==> src/rtl/outport_tx.sv <==
// rtl/outport_tx.sv - out-port register plus FIFO feeding an external device over valid/ready
module outport_tx #(
  parameter int DATA_WIDTH = 32,
  parameter int DEPTH      = 4,
  parameter int PTR_WIDTH  = 2
) (
  input  logic                  clk,
  input  logic                  clr_n,
  input  logic                  outport_enable,
  input  logic [DATA_WIDTH-1:0] bus_Data,
  output logic [DATA_WIDTH-1:0] outport_Data,
  output logic [DATA_WIDTH-1:0] dev_data,
  output logic                  dev_valid,
  input  logic                  dev_ready,
  output logic                  out_full,
  output logic [PTR_WIDTH:0]    out_count,
  output logic                  overflow
);

  localparam logic [PTR_WIDTH:0] FULL_COUNT = (PTR_WIDTH + 1)'(DEPTH);

  logic [DATA_WIDTH-1:0] mem [DEPTH];
  logic [PTR_WIDTH-1:0]  wr_ptr;
  logic [PTR_WIDTH-1:0]  rd_ptr;
  logic [PTR_WIDTH-1:0]  rd_ptr_next;
  logic [PTR_WIDTH:0]    count_next;
  logic [DATA_WIDTH-1:0] head_next;
  logic                  pop;
  logic                  push;

  assign out_full = (out_count == FULL_COUNT);

  // Handshake decode and next-state of the queue; the head register is
  // fed from the incoming bus word when that word becomes the oldest entry.
  always_comb begin
    pop         = dev_valid & dev_ready;
    push        = outport_enable & (~out_full | pop);
    rd_ptr_next = pop ? rd_ptr + 1'b1 : rd_ptr;
    count_next  = out_count;
    if (push && !pop) begin
      count_next = out_count + 1'b1;
    end else if (pop && !push) begin
      count_next = out_count - 1'b1;
    end
    head_next = dev_data;
    if (count_next != '0) begin
      if (push && (wr_ptr == rd_ptr_next)) begin
        head_next = bus_Data;
      end else begin
        head_next = mem[rd_ptr_next];
      end
    end
  end

  // Storage array; contents need no reset because only written slots are ever read.
  always_ff @(posedge clk) begin
    if (push) begin
      mem[wr_ptr] <= bus_Data;
    end
  end

  // Pointers, count, registered device outputs, out-port register and sticky overflow.
  always_ff @(posedge clk or negedge clr_n) begin
    if (!clr_n) begin
      wr_ptr       <= '0;
      rd_ptr       <= '0;
      out_count    <= '0;
      dev_valid    <= 1'b0;
      dev_data     <= '0;
      outport_Data <= '0;
      overflow     <= 1'b0;
    end else begin
      rd_ptr    <= rd_ptr_next;
      out_count <= count_next;
      dev_valid <= (count_next != '0);
      dev_data  <= head_next;
      if (push) begin
        wr_ptr       <= wr_ptr + 1'b1;
        outport_Data <= bus_Data;
      end else if (outport_enable) begin
        overflow <= 1'b1;
      end
    end
  end

endmodule

==> config.mk <==
export PLATFORM = sky130hd
export DESIGN_NAME = outport_tx
export DESIGN_NICKNAME = d
export VERILOG_FILES = /design/src/rtl/outport_tx.sv
export SDC_FILE = /design/constraint.sdc
export NUM_CORES = 1
export LEC_CHECK = 0
export CELL_PAD_IN_SITES_DETAIL_PLACEMENT = 1
export CELL_PAD_IN_SITES_GLOBAL_PLACEMENT = 2
export CORE_ASPECT_RATIO = 0.7
export CORE_UTILIZATION = 30
export CTS_CLUSTER_DIAMETER = 100
export DETAILED_ROUTE_END_ITERATION = 8
export PLACE_DENSITY = 0.61
export SLEW_MARGIN = 10
export SYNTH_ARGS = -nofsm -noshare
export SYNTH_HDL_FRONTEND = slang
export SYNTH_SLANG_ARGS = --single-unit
export TNS_END_PERCENT = 5
==> constraint.sdc <==
create_clock -name clk -period 3.4 [get_ports clk]
set_input_delay 0.34 -clock clk [delete_from_list [all_inputs] [get_ports clk]]
set_output_delay 0.34 -clock clk [all_outputs]
set_load 0.01 [all_outputs]
==> Word-level counts from Yosys, hierarchy flattened <==
Memory sizes are Yosys's and may differ from the RTL's. A register that Yosys moved wholly into a read port is not among the register bits.
Index checks and enable logic that the tools add are counted.
{ "totals": {"inputBits": 36, "n_memories": 1, "wordCells": 29, "ff_bits": 41, "out_inout_bits": 70, "ramBits": 128} }
{ "memory_table": {"columns": ["memory", "words", "width", "read_ports", "rd_ports_with_merged_regs", "wr", "line_no", "text"], "rows": [
  ["mem", 4, 32, 1, 1, 1, "22", "logic [DATA_WIDTH-1:0] mem [DEPTH];"]
]} }
{ "op_classes": {"add_sub_neg": 4, "bitwise_logic": 5, "mux": 5, "reduce_logical": 7, "eq_ne": 1} }
{ "ops": {"columns": ["cell", "n"], "rows": [
  ["$mux W3", 2],
  ["$add A2 B1 Y2 const B", 2],
  ["$add A3 B1 Y3 const B", 1],
  ["$eq A3 B3 Y1 const B", 1],
  ["$logic_not A1 Y1", 3],
  ["$reduce_bool A3 Y1", 1],
  ["$sub A3 B1 Y3 const B", 1],
  ["$and A1 B1 Y1", 2],
  ["$logic_and A1 B1 Y1", 2],
  ["$mux W1", 2],
  ["$mux W2", 1],
  ["$not A1 Y1", 2],
  ["$reduce_and A2 Y1", 1],
  ["$or A1 B1 Y1", 1]
]} }

==> Depth between registers and ports, before layout <==
{ "depth": {"ltp_word": 9, "mapped_depth": 10, "mapped_depth_nobuf": 8} }

==> Least setup slack after synthesis <==
OpenSTA, ideal clock, no wires.
{ "synth_timing": {"kind": "register -> register", "start": "register out_count[0]", "end": "memory mem[1][0], enable pin", "stages_incl_launch_ff": 9, "setup_ns": 0.392, "synth_period_minus_slack_ns": 2.916, "path_slack_ns": 0.484, "path_buffers": 2, "required_time_ns": 3.008, "t_arrival_ns": 2.524, "path_cell_list": "dfrtp_1 -> inv_1 -> ha_1 -> nand2_1 -> inv_1 -> a21boi_1 -> buf_2 -> clkbuf_1 -> and2_1"} }
{ "synth_between": {"elab_chain_len": 6} }
{ "synth_rtl": {"columns": ["item", "line_no", "text"], "rows": [
  ["start, declared", "16", "output logic [PTR_WIDTH:0] out_count,"],
  ["start signal, assigned", "74", "out_count <= count_next;"],
  ["$eq A3 B3 Y1", "31", "assign out_full = (out_count == FULL_COUNT);"],
  ["via out_full", "15", "output logic out_full,"],
  ["$not A1 Y1", "37", "push = outport_enable & (~out_full | pop);"],
  ["$or A1 B1 Y1", "37", null],
  ["$and A1 B1 Y1", "37", null],
  ["$mux W1", "57", "if (push) begin"],
  ["$mux W1 (not written as such)", "58", "mem[wr_ptr] <= bus_Data;"],
  ["end, declared", "22", null]
]} }
The timed path passes the listed nets, and every way through them passes these cells.

==> Final worst setup path <==
{ "layout_timing": {"start": "register out_count[0]", "end": "register dev_data[16] (read register of mem)"} }
{ "layout_between": {"elab_chain_len": 9, "elab_cells_between_ends": 12, "cone_classes": "2 x add/sub; 1 x eq/ne; 2 x mux; 3 x bitwise; 4 x reduce/logical"} }
{ "layout_rtl": {"columns": ["item", "line_no", "text"], "rows": [
  ["$eq A3 B3 Y1", "31", null],
  ["$not A1 Y1", "37", null],
  ["$or A1 B1 Y1", "37", null],
  ["$and A1 B1 Y1", "37", null],
  ["$logic_not A1 Y1", "42", "end else if (pop && !push) begin"],
  ["$logic_and A1 B1 Y1", "42", null],
  ["$mux W3", "42", null],
  ["$mux W3 (*)", "40", "if (push && !pop) begin"],
  ["$reduce_bool A3 Y1 (*)", "46", "if (count_next != '0) begin"],
  ["end, declared", "12", "output logic [DATA_WIDTH-1:0] dev_data,"]
]} }
Mark *: on every way between the ends. The rest lies on a longest branch, timed or not.
A chain may end at the register's enable or synchronous reset.

==> flow_metrics.py <==
metrics = {
    "clock_network": {
        "clockBufferDepth": 3,
        "postCtsSetupRepairBufs": 0,
        "insertion_delay_ps": 520,
        "h-tree-depth": 1,
        "clk_pin_slew_ps": 60,
        "cts-root-buf": "clkbuf_16",
        "cts_buffers": 23,
        "cts_tree": "built",
        "clkSinkCount": 201,
    },
    "synthesis": {
        "yosysWarnings": 0,
        "syn_nets": 660,
        "syn_inst": 617,
        "ys.flop_type": "edfxtp_1",
        "yosysUniqueCellTypes": 38,
        "async_flop_share": 0.3632,
        "synth_edf_count": 128,
        "ys_ff_latch": 201,
        "syn_area_um2": 9373,
        "syn_avg_cell_area_um2": 15.19,
        "ys_seq_area_frac": 0.6050,
    },
    "critical_path": {
        "required_ps": 3790,
        "crit_path_start_kind": "register",
        "worstSetupPathType": "reg2reg",
        "cp-end-kind": "register",
        "cp_max_fo": 33,
        "crit_arrival_ps": 3070,
        "reg2reg_from": "out_count[0]",
        "worstSetupStartpoint": "out_count[0]",
    },
    "sta": {
        "finalSetupTns_ps": 0,
        "fmax_ghz": 0.3731,
        "tightest_slew_ps": 923.3,
        "post-route-min-period_ps": 2680,
        "fin_ws_ps": 719.8,
        "maxSlewViolCount": 0,
        "setup_viol": 0,
        "rsz0062_at_grt": "false",
        "hold_violations": 0,
        "finalCritPeriodShare": 0.7883,
        "hold_ws_ps": 470.7,
        "skew_ps": 14.44,
        "slew_headroom": 0.3845,
    },
    "die": {
        "die_w_um": 213.3,
        "num_io_pins": 106,
        "coreArea_um2": 30370,
        "initial_core_util": 0.3086,
        "dieArea_um2": 31970,
        "fp.dieH_um": 149.9,
        "rows": 53,
    },
    "global_routing": {
        "grt_overflow_total": 0,
        "track_usage": 0.1508,
        "grt_max_degree": 82,
        "antenna_found_initial": 0,
        "grt_pass1_vias": 6222,
        "grt_pass1_wl_mm": 36.22,
    },
    "detailed_routing": {
        "drt-initial-drc-count": 278,
        "wl_per_cell_um": 20.34,
        "first_pass_iters": 4,
        "viasPerCell": 4.806,
        "drtAntennaViolNets": 0,
        "num_vias": 5565,
        "routed_wl_mm": 23.55,
        "drc": 0,
    },
    "cells_and_area": {
        "antennaDiodeCount": 0,
        "multi_input_area_um2": 3457,
        "seqCellArea_um2": 5675,
        "layout_common_cells": "mux2i_1 (129), edfxtp_1 (128), clkdlybuf4s50_1 (104)",
        "final_util": 0.3843,
        "nets": 773,
        "final_common_cell": "mux2i_1",
        "fill_cells": 3127,
        "final_cell_area_um2": 11670,
        "area_growth_pct": 24.54,
        "drive_gt1_frac": 0.1810,
    },
    "placed_design": {
        "place_area_um2": 10930,
        "dp_hpwl_mm": 14.96,
        "gp_congestion": 0.7544,
        "io_buffer_count": 105,
        "dpl_worst_slack_ps": 629.5,
    },
    "min_path": {
        "hp-start": "overflow",
        "worstHoldPathType": "reg2reg",
    },
    "power": {
        "peakVddDrop_mv": 0.4576,
        "power-per-cell-area_nw_per_um2": 949.6,
        "p_leak_nw": 4.681,
    },
    "flow_run": {
        "cap_violations": 0,
    },
    "status": {
        "status": "finished clean",
    },
}
-- final timing paths --
check	cells past startpoint	end	slack, ps
max in group asynchronous	3	dev_data[18]	2140
hold / removal	1	overflow	470
hold reg to reg	1	overflow	470
min in group asynchronous	2	outport_Data[7]	520
setup reg to reg	8	dev_data[16]	720
setup / recovery	8	dev_data[16]	720
-- where the power goes --
part / total (mW) / internal (mW) / switching (mW) / leakage [nW]
clock: 2.43 / 1.45 / 0.983 / 0.359
combinational: 4.88 / 2.63 / 2.25 / 2.28
sequential: 3.77 / 3.32 / 0.446 / 2.04
-- sequential cells by signal, summed over array words and instances (netlist names) --
signal and flops:
dev_valid 1, dev_data 32, rd_ptr 2, wr_ptr 2, overflow 1, mem 128
out_count 3, outport_Data 32
-- cell type report --
class,instances,share of cell area
flip-flops and latches,201,0.4862
multi-input cells,370,0.2962
repair buffers,129,0.1087
clock buffers,28,0.05349
well taps,412,0.04416
clock inverters,13,0.009647
inverters,5,0.001608
-- critical path, cell delays in order (launching register included) --
cell,delay [ps]
dfrtp_1,470
inv_1,130
ha_1,230
nand2_1,170
nand2_2,80
or3_1,310
a311o_2,400
buf_4,360
mux2_4,380
-- cells by family (layout without fill, tap and decap cells) --
| group | count (synthesis) | after routing | share of synthesized area |
|---|---|---|---|
| buffers and inverters | 46 | 175 | 0.03044 |
| xor gates and xnor gates | 6 | 6 | 0.005607 |
| adders and majority gates | 7 | 7 | 0.009344 |
| AOI/OAI and AO/OA | 44 | 44 | 0.03044 |
| DFF | 201 | 201 | 0.6050 |
| muxes | 193 | 193 | 0.2647 |
| and+or+nand+nor | 120 | 120 | 0.05447 |
-- routing by layer --
layer,wire length (um),track usage
met1,10590,0.1948
met2,11500,0.2577
met3,994,0.03106
met4,470,0.03786
met5,0,0
-- per-stage QoR --
step                      total power, mW  instances
after floorplan                     7.102        617
after global placement              8.603       1116
after detailed placement            8.781       1116
after CTS                           11.28       1158
after global routing                11.72       1158
final                               11.08       1158
-- Yosys cell counts (2+ instances only) --
cell type	n	area [um^2]
a31oi_1	2	12.51
nor2_1	3	11.26
nand2_1	99	371.6
nand4b_1	2	17.52
mux4_2	32	720.7
clkbuf_4	3	22.52
mux2_4	29	435.4
xnor2_1	6	52.55
inv_1	5	18.77
or3_1	2	12.51
mux2i_1	129	1291
mux2_2	3	33.78
and4b_1	2	20.02
ha_1	7	87.58
o22ai_1	33	206.5
buf_2	9	45.04
and2_1	5	31.28
buf_12	3	60.06
dfrtp_1	73	1827
and3_1	2	12.51
edfxtp_1	128	3844
buf_4	9	67.56
clkbuf_1	16	60.06
-- repair_timing --
| action | 4_1_cts | 5_1_grt |
|---|---|---|
| hold buffers | 1 | 0 |
| gates resized for setup | 0 | 0 |
| endpoints found under the hold margin | 14 | 0 |
No activity file was read; power rests on OpenSTA's default activity.
